--- src/rtl/sobel_window_ctrl_if.sv ---
// Handshake and status bundle between the Sobel window controller and its environment.
// The controller uses the slave modport; whoever drives frames uses master.
interface sobel_window_ctrl_if;
    logic        start;
    logic        in_valid;
    logic        in_ready;
    logic        out_ready;
    logic        shift_en;
    logic        pos_valid;
    logic [11:0] a22_x;
    logic [11:0] a22_y;
    logic        busy;
    logic        frame_done;

    modport master (
        output start, in_valid, out_ready,
        input  in_ready, shift_en, pos_valid, a22_x, a22_y, busy, frame_done
    );

    modport slave (
        input  start, in_valid, out_ready,
        output in_ready, shift_en, pos_valid, a22_x, a22_y, busy, frame_done
    );
endinterface

--- src/rtl/sobel_window_ctrl.sv ---
// Sequencing controller for a 3x3 Sobel window: fills the line buffers, runs one
// centre per pixel, then flushes the padding border so every pixel gets a result.
module sobel_window_ctrl #(
    parameter int IMG_W = 640,
    parameter int IMG_H = 480
) (
    input  logic                  clk,
    input  logic                  rst,
    sobel_window_ctrl_if.slave    bus
);

    typedef enum logic [2:0] {
        IDLE,
        FILL,
        RUN,
        FLUSH,
        DONE
    } state_t;

    localparam logic [23:0] FILL_LEN   = 24'(IMG_W + 1);
    localparam logic [23:0] FRAME_LEN  = 24'(IMG_W * IMG_H);
    localparam logic [11:0] FLUSH_LAST = 12'(IMG_W);
    localparam logic [11:0] X_LAST     = 12'(IMG_W - 1);

    state_t      state_q, state_d;
    logic [23:0] in_cnt_q, in_cnt_d;
    logic [11:0] flush_cnt_q, flush_cnt_d;
    logic [11:0] a22_x_q, a22_x_d;
    logic [11:0] a22_y_q, a22_y_d;

    logic in_ready;
    logic shift_en;
    logic pos_valid;
    logic frame_done;

    always_ff @(posedge clk) begin
        if (rst) begin
            state_q     <= IDLE;
            in_cnt_q    <= '0;
            flush_cnt_q <= '0;
            a22_x_q     <= '0;
            a22_y_q     <= '0;
        end else begin
            state_q     <= state_d;
            in_cnt_q    <= in_cnt_d;
            flush_cnt_q <= flush_cnt_d;
            a22_x_q     <= a22_x_d;
            a22_y_q     <= a22_y_d;
        end
    end

    // Stalls leave every counter untouched because updates happen only on shift_en.
    always_comb begin
        state_d     = state_q;
        in_cnt_d    = in_cnt_q;
        flush_cnt_d = flush_cnt_q;
        a22_x_d     = a22_x_q;
        a22_y_d     = a22_y_q;
        in_ready    = 1'b0;
        shift_en    = 1'b0;
        pos_valid   = 1'b0;
        frame_done  = 1'b0;

        case (state_q)
            IDLE: begin
                if (bus.start) begin
                    state_d     = FILL;
                    in_cnt_d    = '0;
                    flush_cnt_d = '0;
                    a22_x_d     = '0;
                    a22_y_d     = '0;
                end
            end
            FILL: begin
                in_ready = bus.out_ready;
                shift_en = bus.in_valid && in_ready;
                if (shift_en) begin
                    in_cnt_d = in_cnt_q + 24'd1;
                    if (in_cnt_q + 24'd1 == FILL_LEN) begin
                        state_d = RUN;
                    end
                end
            end
            RUN: begin
                in_ready  = bus.out_ready;
                shift_en  = bus.in_valid && in_ready;
                pos_valid = shift_en;
                if (shift_en) begin
                    in_cnt_d = in_cnt_q + 24'd1;
                    if (in_cnt_q + 24'd1 == FRAME_LEN) begin
                        state_d     = FLUSH;
                        flush_cnt_d = '0;
                    end
                end
            end
            FLUSH: begin
                shift_en  = bus.out_ready;
                pos_valid = shift_en;
                if (shift_en) begin
                    flush_cnt_d = flush_cnt_q + 12'd1;
                    if (flush_cnt_q == FLUSH_LAST) begin
                        state_d = DONE;
                    end
                end
            end
            DONE: begin
                frame_done = 1'b1;
                state_d    = IDLE;
            end
            default: begin
                state_d = IDLE;
            end
        endcase

        if (pos_valid) begin
            if (a22_x_q == X_LAST) begin
                a22_x_d = '0;
                a22_y_d = a22_y_q + 12'd1;
            end else begin
                a22_x_d = a22_x_q + 12'd1;
            end
        end
    end

    assign bus.in_ready   = in_ready;
    assign bus.shift_en   = shift_en;
    assign bus.pos_valid  = pos_valid;
    assign bus.frame_done = frame_done;
    assign bus.a22_x      = a22_x_q;
    assign bus.a22_y      = a22_y_q;
    assign bus.busy       = (state_q != IDLE);

endmodule

--- src/flat_wrapper.sv ---
// flat-port wrapper written by rule: the top's interface ports become plain ports
module sobel_window_ctrl_flat 
#(
    parameter int IMG_W = 640,
    parameter int IMG_H = 480
)
  (clk, rst, bus_start, bus_in_valid, bus_out_ready, bus_in_ready, bus_shift_en, bus_pos_valid, bus_a22_x, bus_a22_y, bus_busy, bus_frame_done);
  sobel_window_ctrl_if bus_i ();
  input  logic clk;
  input  logic rst;
  input wire logic [$bits(bus_i.start)-1:0] bus_start;
  input wire logic [$bits(bus_i.in_valid)-1:0] bus_in_valid;
  input wire logic [$bits(bus_i.out_ready)-1:0] bus_out_ready;
  output wire logic [$bits(bus_i.in_ready)-1:0] bus_in_ready;
  output wire logic [$bits(bus_i.shift_en)-1:0] bus_shift_en;
  output wire logic [$bits(bus_i.pos_valid)-1:0] bus_pos_valid;
  output wire logic [$bits(bus_i.a22_x)-1:0] bus_a22_x;
  output wire logic [$bits(bus_i.a22_y)-1:0] bus_a22_y;
  output wire logic [$bits(bus_i.busy)-1:0] bus_busy;
  output wire logic [$bits(bus_i.frame_done)-1:0] bus_frame_done;
  assign bus_i.start = bus_start;
  assign bus_i.in_valid = bus_in_valid;
  assign bus_i.out_ready = bus_out_ready;
  assign bus_in_ready = bus_i.in_ready;
  assign bus_shift_en = bus_i.shift_en;
  assign bus_pos_valid = bus_i.pos_valid;
  assign bus_a22_x = bus_i.a22_x;
  assign bus_a22_y = bus_i.a22_y;
  assign bus_busy = bus_i.busy;
  assign bus_frame_done = bus_i.frame_done;
  sobel_window_ctrl #(.IMG_W(IMG_W), .IMG_H(IMG_H)) u_core (.clk(clk), .rst(rst), .bus(bus_i));
endmodule
--- config.mk ---
export PLATFORM = sky130hd
export DESIGN_NAME = sobel_window_ctrl_flat
export DESIGN_NICKNAME = d
export VERILOG_FILES = /design/src/rtl/sobel_window_ctrl_if.sv /design/src/rtl/sobel_window_ctrl.sv /design/src/flat_wrapper.sv
export SDC_FILE = /design/constraint.sdc
export NUM_CORES = 1
export LEC_CHECK = 0
export CORE_MARGIN = 2
export CORE_UTILIZATION = 28
export CTS_BUF_LIST = sky130_fd_sc_hd__clkbuf_8
export CTS_CLUSTER_SIZE = 40
export DETAILED_ROUTE_END_ITERATION = 7
export GPL_TIMING_DRIVEN = 0
export SLEW_MARGIN = 10
export SYNTH_ARGS = -nofsm -noshare
export SYNTH_HDL_FRONTEND = slang
export SYNTH_SLANG_ARGS = --single-unit
--- constraint.sdc ---
create_clock -name clk -period 6.5 [get_ports clk]
set_input_delay 1.3 -clock clk [delete_from_list [all_inputs] [get_ports clk]]
set_output_delay 1.3 -clock clk [all_outputs]
set_load 0.03 [all_outputs]
### Word level (Yosys, flattened, before mapping)

Cells that the tools add are included.

* word-level logic and storage cells: 64
* flip-flop bits (word level): 63
* input port bits: 5

* add/subtract/negate cells: 4
* multiplexer cells: 27
* equality and inequality tests: 16
* reductions and logical operators: 12

Operators by type and width (count)
* $mux W12: 11
* $mux W24: 2
* $pmux W24 S2: 1
* $add A12 B1 Y12 const B: 3
* $pmux W12 S3: 1
* $add A24 B1 Y24 const B: 1
* $eq A12 B10 Y1 const B: 2
* $eq A24 B10 Y1 const B: 1
* $eq A24 B19 Y1 const B: 1
* $mux W3: 7
* $ne A2 B1 Y1 const B: 6
* $pmux W3 S4: 1
* $reduce_and A7 Y1: 1
* $eq A3 B2 Y1 const B: 2
* $reduce_bool A2 Y1: 3
* $reduce_bool A3 Y1: 2
* $reduce_and A5 Y1: 1
* $ne A2 B2 Y1 const B: 2
* $pmux W1 S2: 2
* $eq A3 B1 Y1 const B: 1
* $eq A3 B3 Y1 const B: 1
* $logic_not A3 Y1: 1
* $reduce_and A3 Y1: 1
* $mux W1: 2
* 3 further kinds: 3

### Longest topological paths before layout

Gate-level depths: netlist of the first run.

* word-level depth: 5
* depth in mapped cells: 11
* depth with buffers taken out: 10

### Worst setup path after synthesis of the first run

Ideal clock, no wire load.

* kind: in2out
* from: input bus_out_ready
* to: output bus_shift_en
* setup slack: 2.231 ns
* arrival time: 2.969 ns
* stages: 5
* buffers on the path: 1
* cell sequence: inv_1 -> nor3_1 -> nand2_1 -> clkbuf_1 -> nand2_1

* word-level cells in the longest chain between the ends: 2

RTL lines
* from (decl): line flat_wrapper.sv:13 `input wire logic [$bits(bus_i.out_ready)-1:0] bus_out_ready;`
* $logic_and A1 B1 Y1: line sobel_window_ctrl.sv:76, sobel_window_ctrl.sv:86
* $pmux W1 S2 (*): line sobel_window_ctrl.sv:64 `case (state_q)`
* to (decl): line flat_wrapper.sv:15 `output wire logic [$bits(bus_i.shift_en)-1:0] bus_shift_en;`

Every way passes the cells marked *; elsewhere a longest branch is shown, timed or not.

### Worst setup path in the final report of the first run

Ends and elaborated chain as after synthesis.

==> summary.txt, run 1 <==
Global routing
  – Met3 Use GR: 0.0443
  – Met2 GRT Util: 0.238
  – GR peak layer: met2
  – Global-route wire length before repair: 18000 um
  – Largest net degree at the start of global routing: 12
  – Vias in the first global route: 3644
  – Remaining global-route overflow: 0
  – Total GRT Usage: 0.155
  – Antenna violations before repair: 0
  – Grt met1 use: 0.207

Drt
  – Iteration-0 DRC Markers: 374
  – Vias: 3965
  – Post-route ant nets: 0
  – # DRC: 0
  – DR WL/cell: 14.9 um
  – DRT Pass-1 Iters: 5
  – Routed WL: 10900 um
  – Via density: 5.44

Clock tree
  – Worst-Skew Late Latency: 370 ps
  – Cts hold-fix bufs: 0
  – Post-CTS Setup Inserts: 0
  – Clock transition at path regs: 70 ps
  – Root Driver: clkbuf_8
  – Post-cts repair resize count: 0
  – TritonCTS clock tree: yes
  – Inserted Clock Buffers: 9
  – H-tree depth: 3
  – Clk sinks: 63
  – Deepest clock path buffer count: 2

Timing
  – Max-slew headroom: 0.351
  – TNS Setup: 0 ps
  – RSZ-0062 raised after global routing: no
  – Worst slew pin tran: 972 ps
  – Slew Limit Fails: 0
  – Skew final: 15.3 ps
  – Final Hold Viols: 0
  – Final worst path period share: 0.806
  – Fmax: 191 MHz
  – Period minus WS final: 5240 ps
  – Final setup viols: 0

Power and ir drop
  – Sw Ratio: 0.382
  – Pwr dens: 245 mW/mm^2
  – Reg power frac: 0.362
  – Pint: 0.000686 W
  – Net switching power: 0.000424 W
  – Maximum resistive drop on vdd: 0.124 mV
  – Combinational share of power: 0.325
  – Clk pwr share: 0.313
  – Leak: 1.50 nW

Synth
  – Post-Synthesis Cells: 505
  – Register bit total from synthesis: 63
  – Syn_nets: 516
  – Synth unique cells: 56
  – Area share of the largest cell type after synthesis: 0.333
  – YS warnings: 0
  – Simple-gate area share of the yosys netlist: 0.319
  – Synthesized area: 0.00378 sq mm
  – Post-synthesis adder-cell area fraction: 0.0198
  – Syn_area_per_cell: 7.49 sq um
  – Compound-cell area share of the yosys netlist: 0.218
  – Sequential-to-total area share from yosys stat: 0.333
  – Main synth FF type: dfxtp_1
  – Mux cell area share after synthesis: 0.00926
  – Main combinational cell family by area after synthesis: simple AND/OR/NAND/NOR gates
  – Cell taking the most area after synthesis: dfxtp_1
  – Area contributors post-synth: dfxtp_1 33%, a21oi_1 6.7%, nor2_1 6.2%
  – EDFF count, synth: 0
  – XOR/XNOR Fraction of Synth Area: 0.0509
  – Async SR Flop Fraction: 0
  – Top post-synthesis cells by count: 63 x dfxtp_1, 62 x nor2_1, 51 x a21oi_1, 42 x nand2_1, 36 x o21ai_0
  – Top-count cell post-synth: dfxtp_1

Critical path
  – Critical Path RT: 5200 ps
  – Critical path type: primary input to primary output
  – Critical Path Source Type: primary input
  – Worst path arrival time: 3940 ps
  – Buf/Inv on CP: 4
  – R2R cell count: 9
  – Critical path endpoint category: primary output
  – Critical path, cell by cell: clkdlybuf4s50_1, inv_1, nor3_1, nand2_1, clkbuf_1, nand2_1, clkdlybuf4s50_1
  – CP Max Fanout: 10
  – Kind of cell adding the most delay to the critical path: buffers and inverters
  – Max incr delay on CP: 680 ps
  – Critical-path top delay cell: clkdlybuf4s50_1
  – Critical R2R Launch: u_core.in_cnt_q[0]
  – Reg2Reg Setup Slack: 3010 ps
  – Reg-to-reg endpoint: u_core.flush_cnt_q[1]

Placement
  – Placed Cells: 713
  – Post-DP HPWL: 7630 um
  – Final GP Congestion: 0.863
  – Port Buf Inserts: 32

Floorplan
  – Full die area: 0.0145 sq mm
  – Starting Density: 0.286
  – I/O pin count: 34
  – Die Wd: 120 um
  – Site Rows: 42
  – Core area: 0.0132 sq mm
  – Die extent in y: 120 um

Min path
  – Hold Crit Class: flip-flop to flip-flop
  – WHS Path Cells: 1
  – Hold Path Origin: u_core.flush_cnt_q[0]
  – Worst Hold Endpoint: u_core.flush_cnt_q[0]

Run status
  – Outcome: complete, no violations

Finish
  – Nets: 559
  – Number of diodes: 0
  – Fraction of layout cells with a size suffix above 1: 0.0542
  – Final Instance Count excl. Fillers: 729
  – Area grow syn2layout: 19.5%

Flow run
  – MaxCap Viol Count: 0
-- how the worst max path moves through the flow --
| stage | slack (ps) | from | cells past startpoint | end |
|---|---|---|---|---|
| 3_3_place_gp | 1230 | bus_out_ready | 7 | bus_shift_en |
| 4_1_cts | 1250 | bus_out_ready | 7 | bus_shift_en |
| 5_1_grt | 1070 | bus_out_ready | 7 | bus_shift_en |
| 2_1_floorplan | 2230 | bus_out_ready | 5 | bus_shift_en |
| 6_report | 1260 | bus_out_ready | 7 | bus_shift_en |
| 3_5_place_dp | 1270 | bus_out_ready | 7 | bus_shift_en |
-- through the flow --
step / instance area [sq um] / power [W] / utilization / hold slack (ps) / setup slack [ps]
floorplan: 3780 / 0.000656 / - / 445 / 2230
global placement: 4320 / 0.000761 / 0.327 / 463 / 1230
detailed placement: 4320 / 0.000768 / 0.327 / 478 / 1270
CTS: 4520 / 0.00112 / 0.342 / 488 / 1250
global route: 4520 / 0.00118 / 0.342 / 519 / 1070
finish: 4520 / 0.00111 / 0.342 / 482 / 1260
-- cell type report --
| cell class | count | area (sq um) |
|---|---|---|
| repair buffers | 32 | 320 |
| plain buffers | 35 | 146 |
| fillers | 1410 | 8720 |
| inverters | 11 | 41.3 |
| clock buffers | 10 | 138 |
| multi-input cells | 396 | 2330 |
| clock inverters | 6 | 61.3 |
| well taps | 176 | 220 |
| flip-flops and latches | 63 | 1260 |
-- worst register-to-register path, cell delays in order, from the launching register on --
cell and delay [ps]:
dfxtp_1 450, ha_1 250, clkbuf_1 360, and4_1 320, nand3_1 90, a2111oi_0 600, nand4_1 400, o31a_4 420
nor2_8 180, mux2_4 320
-- flip-flops by register name (all words and copies together), names as in the netlist --
signal / cells
u_core.flush_cnt_q: 12
u_core.in_cnt_q: 24
u_core.bus.a22_y: 12
u_core.state_q: 3
u_core.bus.a22_x: 12
-- power by group through the flow --
stage / clock network, W / registers (W) / logic [W]
2_1_floorplan: 0 / 0.000409 / 0.000247
3_3_place_gp: 0 / 0.000410 / 0.000351
3_5_place_dp: 0 / 0.000410 / 0.000358
4_1_cts: 0.000360 / 0.000401 / 0.000360
5_1_grt: 0.000376 / 0.000402 / 0.000399
6_report: 0.000348 / 0.000401 / 0.000361
-- cells in the final DEF, fill, tap and decap left out, types with 7 or more instances in the layout --
| cell type | Yosys | final |
|---|---|---|
| or3_1 | 7 | 7 |
| clkdlybuf4s50_1 | 0 | 32 |
| clkbuf_1 | 27 | 27 |
| nand3_1 | 18 | 18 |
| a311oi_1 | 9 | 9 |
| inv_1 | 11 | 12 |
| dfxtp_1 | 63 | 63 |
| nand2_1 | 42 | 42 |
| and3_1 | 19 | 19 |
| a21oi_1 | 51 | 51 |
| a31oi_1 | 17 | 17 |
| nor3_1 | 17 | 17 |
| nand4_1 | 20 | 20 |
| clkbuf_8 | 0 | 10 |
| o21ai_0 | 36 | 36 |
| nor4_1 | 7 | 7 |
| nor2_1 | 62 | 62 |
| xor2_1 | 10 | 10 |
| xnor2_1 | 12 | 12 |
-- routing by layer --
layer	up-vias	wire (um)
met4	0	164
met1	1897	5130
met3	15	598
met5	-	0
met2	111	4960
li1	1942	-
-- logic make-up (layout without fill, tap and decap cells) --
group,Yosys count,in the layout
AO/OA/AOI/OAI,137,137
XOR/XNOR,22,22
flip-flops,63,63
multiplexers,3,3
adder cells (fa/ha/maj),6,6
AND/OR/NAND/NOR,228,228
buffers and inverters,46,94
Power figures use the tool's default switching activity.
==> inputs of run 2 (changes only) <==
Clock period 6.5 ns to 5.1 ns, I/O delays scaled along.
==> results of run 2 <==
The final DEF is identical to that of run 1. Status: complete, no violations.
Among the figures that moved: setup slack after placement 1270 ps -> 430 ps; setup slack after layout 1260 ps -> 419 ps; register-to-register setup slack 3010 ps -> 1610 ps; total power 0.00111 W -> 0.00141 W; worst IR drop on VDD 0.124 mV -> 0.158 mV
